**config.mk**
```make
export PLATFORM = sky130hd
export DESIGN_NAME = regfile_bank_sel_lvt_flat
export DESIGN_NICKNAME = d
export VERILOG_FILES = /design/src/rtl/regfile_bank_sel_lvt_if.sv /design/src/rtl/regfile_bank_sel_lvt.sv /design/src/flat_wrapper.sv
export SDC_FILE = /design/constraint.sdc
export NUM_CORES = 1
export LEC_CHECK = 0
export ABC_AREA = 1
export CORE_MARGIN = 2
export CORE_UTILIZATION = 37
export DETAILED_ROUTE_END_ITERATION = 8
export SLEW_MARGIN = 10
export SYNTH_ARGS = -nofsm -noshare
export SYNTH_HDL_FRONTEND = slang
export SYNTH_SLANG_ARGS = --single-unit
export TNS_END_PERCENT = 10
```
**constraint.sdc**
```tcl
create_clock -name clk -period 4.5 [get_ports clk]
set_input_delay 0.675 -clock clk [delete_from_list [all_inputs] [get_ports clk]]
set_output_delay 0.675 -clock clk [all_outputs]
set_load 0.02 [all_outputs]
```
**src/rtl/regfile_bank_sel_lvt_if.sv**
```systemverilog
// Bundle for the live-value-table read and commit ports plus the clear/ready pair.
// Latency: none; the bundle only carries wires.
// Backpressure: none; the bundle carries no ready signal, and init_done low means retires are dropped.
interface regfile_bank_sel_lvt_if #(
  parameter int NUM_REGS    = 32,
  parameter int READ_PORTS  = 2,
  parameter int WRITE_PORTS = 2,
  parameter int SEL_W       = $clog2(WRITE_PORTS)
);
  localparam int AW = $clog2(NUM_REGS);

  logic                               clear;
  logic                               init_done;
  logic [READ_PORTS-1:0][AW-1:0]      rs_addr;
  logic [READ_PORTS-1:0][SEL_W-1:0]   rs_sel;
  logic [WRITE_PORTS-1:0][AW-1:0]     rd_addr;
  logic [WRITE_PORTS-1:0]             rd_retired;

  modport master (
    output clear, rs_addr, rd_addr, rd_retired,
    input  init_done, rs_sel
  );

  modport slave (
    input  clear, rs_addr, rd_addr, rd_retired,
    output init_done, rs_sel
  );
endinterface

```
**src/rtl/regfile_bank_sel_lvt.sv**
```systemverilog
// XOR live-value table: tracks which write bank holds each register's latest value.
// Latency: rs_sel is combinational; a retire becomes visible through the table on the next cycle, or in the same cycle with BYPASS.
// Backpressure: none; retires are accepted when init_done is high and dropped during the clear sweep.
module regfile_bank_sel_lvt #(
  parameter int NUM_REGS    = 32,
  parameter int READ_PORTS  = 2,
  parameter int WRITE_PORTS = 2,
  parameter int SEL_W       = $clog2(WRITE_PORTS),
  parameter int BYPASS      = 1,
  parameter int ZERO_REG    = 1
) (
  input  logic                  clk,
  input  logic                  rst,
  regfile_bank_sel_lvt_if.slave bus
);
  localparam int AW = $clog2(NUM_REGS);

  typedef enum logic {CLEAR, READY} state_t;

  state_t          state_q, state_d;
  logic [AW-1:0]   cnt_q, cnt_d;
  logic            ready;

  // Banks are LUTRAM-style storage with no reset; the sweep zeroes them instead.
  logic [SEL_W-1:0] bank_q [WRITE_PORTS][NUM_REGS];

  logic [WRITE_PORTS-1:0]             base_we;
  logic [WRITE_PORTS-1:0]             we;
  logic [WRITE_PORTS-1:0][SEL_W-1:0]  new_sel;

  assign ready         = (state_q == READY);
  assign bus.init_done = ready;

  // Sweep state and counter register.
  always_ff @(posedge clk) begin
    if (rst) begin
      state_q <= CLEAR;
      cnt_q   <= '0;
    end else begin
      state_q <= state_d;
      cnt_q   <= cnt_d;
    end
  end

  // Sweep sequencing: clear restarts at entry 0; the last entry hands over to READY without wrapping.
  always_comb begin
    state_d = state_q;
    cnt_d   = cnt_q;
    if (bus.clear) begin
      state_d = CLEAR;
      cnt_d   = '0;
    end else if (state_q == CLEAR) begin
      if (cnt_q == AW'(NUM_REGS - 1)) begin
        state_d = READY;
      end else begin
        cnt_d = cnt_q + AW'(1);
      end
    end
  end

  // Qualify retires; on a same-address collision only the highest port keeps its write.
  always_comb begin
    base_we = '0;
    we      = '0;
    for (int i = 0; i < WRITE_PORTS; i++) begin
      base_we[i] = bus.rd_retired[i] && ready &&
                   ((ZERO_REG == 0) || (bus.rd_addr[i] != '0));
    end
    for (int i = 0; i < WRITE_PORTS; i++) begin
      we[i] = base_we[i];
      for (int j = i + 1; j < WRITE_PORTS; j++) begin
        if (base_we[j] && (bus.rd_addr[j] == bus.rd_addr[i])) begin
          we[i] = 1'b0;
        end
      end
    end
  end

  // Encode each port's value so the XOR across all banks equals the port index.
  always_comb begin
    new_sel = '0;
    for (int i = 0; i < WRITE_PORTS; i++) begin
      new_sel[i] = SEL_W'(i);
      for (int j = 0; j < WRITE_PORTS; j++) begin
        if (j != i) begin
          new_sel[i] = new_sel[i] ^ bank_q[j][bus.rd_addr[i]];
        end
      end
    end
  end

  // Bank writes: the sweep zeroes one entry per cycle, otherwise each port writes its own bank.
  always_ff @(posedge clk) begin
    for (int i = 0; i < WRITE_PORTS; i++) begin
      if (state_q == CLEAR) begin
        bank_q[i][cnt_q] <= '0;
      end else if (we[i]) begin
        bank_q[i][bus.rd_addr[i]] <= new_sel[i];
      end
    end
  end

  // Read: XOR of all banks, overridden by a same-cycle winner, forced to 0 for x0 and during the sweep.
  always_comb begin
    bus.rs_sel = '0;
    for (int k = 0; k < READ_PORTS; k++) begin
      for (int j = 0; j < WRITE_PORTS; j++) begin
        bus.rs_sel[k] = bus.rs_sel[k] ^ bank_q[j][bus.rs_addr[k]];
      end
      if (BYPASS != 0) begin
        for (int i = 0; i < WRITE_PORTS; i++) begin
          if (we[i] && (bus.rd_addr[i] == bus.rs_addr[k])) begin
            bus.rs_sel[k] = SEL_W'(i);
          end
        end
      end
      if ((ZERO_REG != 0) && (bus.rs_addr[k] == '0)) begin
        bus.rs_sel[k] = '0;
      end
      if (!ready) begin
        bus.rs_sel[k] = '0;
      end
    end
  end
endmodule

```
**src/flat_wrapper.sv**
```systemverilog
// flat-port wrapper written by rule: the top's interface ports become plain ports
module regfile_bank_sel_lvt_flat 
#(
  parameter int NUM_REGS    = 32,
  parameter int READ_PORTS  = 2,
  parameter int WRITE_PORTS = 2,
  parameter int SEL_W       = $clog2(WRITE_PORTS),
  parameter int BYPASS      = 1,
  parameter int ZERO_REG    = 1
)
  (clk, rst, bus_clear, bus_rs_addr, bus_rd_addr, bus_rd_retired, bus_init_done, bus_rs_sel);
  regfile_bank_sel_lvt_if #(.NUM_REGS(NUM_REGS), .READ_PORTS(READ_PORTS), .WRITE_PORTS(WRITE_PORTS), .SEL_W(SEL_W)) bus_i ();
  input  logic clk;
  input  logic rst;
  input wire logic [$bits(bus_i.clear)-1:0] bus_clear;
  input wire logic [$bits(bus_i.rs_addr)-1:0] bus_rs_addr;
  input wire logic [$bits(bus_i.rd_addr)-1:0] bus_rd_addr;
  input wire logic [$bits(bus_i.rd_retired)-1:0] bus_rd_retired;
  output wire logic [$bits(bus_i.init_done)-1:0] bus_init_done;
  output wire logic [$bits(bus_i.rs_sel)-1:0] bus_rs_sel;
  assign bus_i.clear = bus_clear;
  assign bus_i.rs_addr = bus_rs_addr;
  assign bus_i.rd_addr = bus_rd_addr;
  assign bus_i.rd_retired = bus_rd_retired;
  assign bus_init_done = bus_i.init_done;
  assign bus_rs_sel = bus_i.rs_sel;
  regfile_bank_sel_lvt #(.NUM_REGS(NUM_REGS), .READ_PORTS(READ_PORTS), .WRITE_PORTS(WRITE_PORTS), .SEL_W(SEL_W), .BYPASS(BYPASS), .ZERO_REG(ZERO_REG)) u_core (.clk(clk), .rst(rst), .bus(bus_i));
endmodule
```
==> reports/results.txt, run 1 <==
Outcome: completed
Largest net degree at the start of global routing: 35
Max VDD drop: 0.155 mV
Ys Warns: 0
Leak: 2.84 nW
Yosys reg bits: 70
Num Clock Sinks: 70
Area Overhead vs Synth: 13.2%
Sw frac: 25.6%
DR pass1 iterations: 5
Synth cell types: 33
Post-DP HPWL: 15,500 um
Gate power share: 14.4%
Final setup margin: 499 ps
Top_reg_cell synth: edfxtp_1
Via count: 6,031
Final Hold Violating Endpoints: 0
Post-Synthesis Cells: 857
Req. time, crit path: 3830 ps
Clock power frac: 45.8%
Starting Density: 37.7%
Die footprint: 16,400 um2
Number of global-route vias before repair: 5,727
Routed WL per cell: 20.4 um
Crit Reg-Reg Endpoint: u_core.bank_q[0][1]
Clk pin slew, worst setup/hold paths: 50 ps
Crit path cell chain: clkdlybuf4s50_1 > clkinv_1 > nand3_1 > nand3_1 > nand2_1 > nand2_1 > nand3_1 > nand2_1 > nand2_1 > nand3_1 > a21oi_1 > clkdlybuf4s50_1
Crit Path Class: in2out
Hold wc startpoint: u_core.cnt_q[1]
DRT Wirelength: 21,600 um
Share of cells above drive strength 1: 7.31%
Crit path launch type: input pin
# IOs: 28
Worst-margin pin slew: 1110 ps
First-pass GRT wire length: 33,100 um
CP Capture Type: output port
Reg2reg start: u_core.bus.init_done
Max transition margin: 25.6%
Max frequency: 250 MHz
H-tree Lvls: 3
Most common cell after layout, fill and taps aside: nand2_1
Worst hold stages: 2
Post-synth EDFFs: 64
Clock root buffer: clkbuf_16
Core ar.: 15,100 um2
WP data arrival: 3330 ps
Worst-path fanout max: 18
Ys async rst share: 0%
Setup violations, final: 0
Post-CTS setup buffer count: 0
Final nets: 900
GPL Wtd Cong: 1.01
CP max-delay cell: clkdlybuf4s50_1
Port bufs: 27
Sequential element share of the synthesized area: 35.9%
TritonCTS Buffers: 9
Internal power: 0.00132 W
Mean Syn Cell Area: 6.63 um2
Flop pwr share: 39.8%
Reg2reg path depth: 9
Pre-CTS WS: 546 ps
Max Cap Viol: 0
Post-Syn Area: 5680 um2
Worst Hold Class: reg2reg
Power Total: 0.00178 W
Unrepaired setup endpoints after global routing: no
CTS tree: done
Antenna-violating nets left: 0
FP Rows: 45
Total track usage: 27.1%
Power Density: 277 nW/um2
Chip Height: 128 um
Max Root-Sink Buffers: 2
Cell taking the most area after synthesis: edfxtp_1
Post-CTS Resized: 0
Drt drc: 0
Die Wd: 128 um
Initial DRC Count: 769
Antenna diodes: 0
Fin util: 42.6%
Setup_tns: 0 ps
Largest stage delay, worst path: 610 ps
Worst skew pair latency: 340 ps
Worst hold path endpoint: u_core.cnt_q[1]
Hold_buf cts: 0
Synth area leaders: edfxtp_1 (34%), nand2_1 (25%), nand3_1 (9.7%)
Reg2Reg Setup Slack: 2270 ps
Final Skew: 7.94 ps
Sw power: 0.000457 W
Initial antenna violation count: 0
Commonest non-fill, non-tap cells in the layout: nand2_1 (373), nand3_1 (110), nor2_1 (64), edfxtp_1 (64), nor3_1 (43)
Top cell type's share of synthesized area: 33.8%
Grt total ovfl: 0
Fin crit period: 4000 ps
Final max-slew violation count: 0
Crit share post-route: 88.9%
Vias per inst: 5.67
## how the worst max path moves through the flow
| stage | end | slack (ps) | startpoint | cells past startpoint |
|---|---|---|---|---|
| 3_3_place_gp | bus_rs_sel[0] | 530 | bus_rs_addr[1] | 12 |
| 5_1_grt | bus_rs_sel[0] | 380 | bus_rs_addr[1] | 12 |
| 2_1_floorplan | bus_rs_sel[1] | 1780 | bus_rs_addr[5] | 14 |
| 3_5_place_dp | bus_rs_sel[0] | 550 | bus_rs_addr[1] | 12 |
| 4_1_cts | bus_rs_sel[0] | 540 | bus_rs_addr[1] | 12 |
| 6_report | bus_rs_sel[0] | 500 | bus_rs_addr[1] | 12 |
## routing by layer
layer  vias up  share of wire [%]  track usage, %
met5         -                  0               0
met1      2754                 40            35.5
met2       357                 45            42.3
met4         0                4.2            13.6
li1       2860                  -               -
met3        60                 11            6.05
## Yosys cell counts (6+ instances only)
| cell type | instances |
|---|---|
| a22oi_1 | 16 |
| buf_2 | 18 |
| buf_4 | 8 |
| clkbuf_1 | 14 |
| clkinv_1 | 6 |
| dfxtp_1 | 6 |
| edfxtp_1 | 64 |
| inv_1 | 30 |
| nand2_1 | 373 |
| nand3_1 | 110 |
| nand4_1 | 9 |
| nor2_1 | 65 |
| nor2_2 | 12 |
| nor3_1 | 44 |
| o21ai_0 | 7 |
| o22ai_1 | 8 |
| o31ai_1 | 8 |
| xnor2_1 | 6 |
| xor2_1 | 15 |
## power groups by stage
| stage | Sequential (W) | Combinational, W | Clock, W |
|---|---|---|---|
| final | 0.000709 | 0.000256 | 0.000816 |
| after global routing | 0.000709 | 0.000280 | 0.000852 |
| after CTS | 0.000708 | 0.000252 | 0.000819 |
| after detailed placement | 0.000722 | 0.000251 | 0 |
| after global placement | 0.000722 | 0.000253 | 0 |
| after floorplan | 0.000719 | 0.000172 | 0 |
## critical path: cells and delay by family
family / cells / cell delay [ps]
simple gates: 8 / 880
compound gates: 1 / 130
buf+inv: 3 / 1620
## kinds of logic after synthesis
family	Yosys count	share of synthesized area, %
simple gates	627	47.1
buf+inv	87	7.22
flops	70	35.9
compound gates	46	5.37
xor+xnor	21	3.24
fa+ha+maj	5	1.10
other cells	1	0.0660
## registers in the layout, indices dropped and copies added (netlist names)
register / cells
u_core.cnt_q: 5
u_core.bank_q: 64
u_core.bus.init_done: 1
## per-stage QoR
step	hold slack [ps]	std cells	instance area, um2
2_1_floorplan	502	858	5690
3_3_place_gp	534	1047	6090
3_5_place_dp	539	1047	6090
4_1_cts	550	1063	6430
5_1_grt	557	1063	6430
6_report	547	1063	6430
## cell type report
type                    count  area (um2)
clock buffers               9         225
clock inverters             7         113
fillers                  1593        8660
inverters                  41         154
multi-input cells         701        3240
flip-flops and latches     70        2040
well taps                 188         235
repair buffers             47         420
Note: power is estimated with default switching activity, not from simulation.
==> inputs of run 2 (changes only) <==
- CTS_BUF_LIST: not set -> sky130_fd_sc_hd__clkbuf_4
==> run 2 against run 1 <==
  * First-iteration DRC count fell by 7.9%
  * Non-clock buffer count did not move
  * Clock skew rose by 15 ps
  * Maximum frequency fell by 0.18%
  * Highest routed layer unchanged
  * Largest power group is now registers
  * Largest cell class unchanged
  * Critical path depth did not move
  * Cell count did not move
  * Flip-flop and latch count did not move
  * Die area did not move
  * Power fell by 16%
==> reports/results.txt, run 2 (synthesis results as in run 1) <==
Outcome: completed
Max transition margin: 28.8%
Port bufs: 27
CP max-delay cell: clkdlybuf4s50_1
Largest net degree at the start of global routing: 35
Final setup margin: 492 ps
Setup violations, final: 0
Total track usage: 26.9%
Post-CTS setup buffer count: 0
Reg2reg path depth: 9
Max frequency: 249 MHz
Crit path cell chain: clkdlybuf4s50_1 > clkinv_1 > nand3_1 > nand3_1 > nand2_1 > nand2_1 > nand3_1 > nand2_1 > nand2_1 > nand3_1 > a21oi_1 > clkdlybuf4s50_1
Power Density: 237 nW/um2
Max Root-Sink Buffers: 2
Max reg flops: 64
TritonCTS Buffers: 9
Worst Hold Class: reg2reg
Crit path launch type: input pin
Starting Density: 37.7%
Number of global-route vias before repair: 5,670
Hold wc startpoint: u_core.cnt_q[1]
Biggest register: u_core.bank_q
Unrepaired setup endpoints after global routing: no
Chip Height: 128 um
Vias per inst: 5.71
Most common cell after layout, fill and taps aside: nand2_1
Worst skew pair latency: 450 ps
Die footprint: 16,400 um2
Power Total: 0.00149 W
Leak: 2.77 nW
Grt total ovfl: 0
Initial DRC Count: 708
Core ar.: 15,100 um2
Crit Reg-Reg Endpoint: u_core.bank_q[0][1]
Antenna diodes: 0
Hold_buf cts: 0
Fin crit period: 4010 ps
Final Skew: 22.5 ps
Crit share post-route: 89.1%
Clk pin slew, worst setup/hold paths: 110 ps
Worst hold stages: 2
Worst-path fanout max: 18
Final nets: 900
WP data arrival: 3330 ps
Die Wd: 128 um
Max VDD drop: 0.110 mV
Commonest non-fill, non-tap cells in the layout: nand2_1 (373), nand3_1 (110), nor2_1 (64), edfxtp_1 (64), nor3_1 (43)
Share of cells above drive strength 1: 7.31%
# IOs: 28
Area Overhead vs Synth: 10.4%
Setup_tns: 0 ps
Crit Path Class: in2out
Num Clock Sinks: 70
First-pass GRT wire length: 32,800 um
Post-CTS Resized: 0
DR pass1 iterations: 5
CP Capture Type: output port
Post-DP HPWL: 15,500 um
Via count: 6,066
Clock root buffer: clkbuf_4
H-tree Lvls: 3
DRT Wirelength: 21,600 um
FP Rows: 45
Worst-margin pin slew: 1060 ps
Final max-slew violation count: 0
Worst hold path endpoint: u_core.cnt_q[1]
Drt drc: 0
Final Hold Violating Endpoints: 0
Reg2Reg Setup Slack: 2290 ps
Reg2reg start: u_core.bus.init_done
Pre-CTS WS: 546 ps
GPL Wtd Cong: 1.01
Req. time, crit path: 3830 ps
Antenna-violating nets left: 0
Routed WL per cell: 20.3 um
Initial antenna violation count: 0
Max Cap Viol: 0
Largest stage delay, worst path: 610 ps
CTS tree: done
Fill cells: 1,617
## run 2: cell counts in the layout (fill, tap and decap cells not counted)
Identical to the previous run, type by type.
## run 2: per-layer routing
metal | wire length, um | GRT usage, % | up-vias | part of all wire, %
met5 | 0 | 0 | - | 0
met4 | 978 | 13.0 | 0 | 4.5
met3 | 2480 | 5.59 | 70 | 11
met2 | 9630 | 41.9 | 368 | 45
met1 | 8480 | 35.5 | 2763 | 39
li1 | - | - | 2865 | -
## run 2: per-stage QoR
stage                     area [um2]  instances  utilization, %  hold slack (ps)
after floorplan                 5690        858               -              502
after global placement          6090       1047            40.4              534
after detailed placement        6090       1047            40.4              539
after CTS                       6270       1063            41.6              558
after global routing            6270       1063            41.6              567
final                           6270       1063            41.6              554
## run 2: cell type report
type / count / area (um2) / share of cell area, %
Multi-Input combinational cell: 701 / 3240 / 51.7
Clock buffer: 9 / 67.6 / 1.08
Timing Repair Buffer: 47 / 420 / 6.70
Inverter: 41 / 154 / 2.45
Sequential cell: 70 / 2040 / 32.5
Clock inverter: 7 / 113 / 1.79
Tap cell: 188 / 235 / 3.75
## run 2: worst max-delay path by stage
stage	from	endpoint	slack, ps	cells after the start
finish	bus_rs_addr[1]	bus_rs_sel[0]	490	12
global route	bus_rs_addr[1]	bus_rs_sel[0]	380	12
CTS	bus_rs_addr[1]	bus_rs_sel[0]	540	12
detailed placement	bus_rs_addr[1]	bus_rs_sel[0]	550	12
global placement	bus_rs_addr[1]	bus_rs_sel[0]	530	12
floorplan	bus_rs_addr[5]	bus_rs_sel[1]	1780	14
## run 2: where the power goes
group | internal, W | leakage (nW) | switching [W]
registers | 0.000703 | 0.625 | 0.00000543
logic | 0.0000826 | 2.05 | 0.000174
clock network | 0.000278 | 0.0957 | 0.000246
## run 2: critical path, delay by kind of cell
kind / cells / cell delay [ps]
buffers and inverters: 3 / 1620
AND/OR/NAND/NOR: 8 / 880
AO/OA/AOI/OAI: 1 / 130
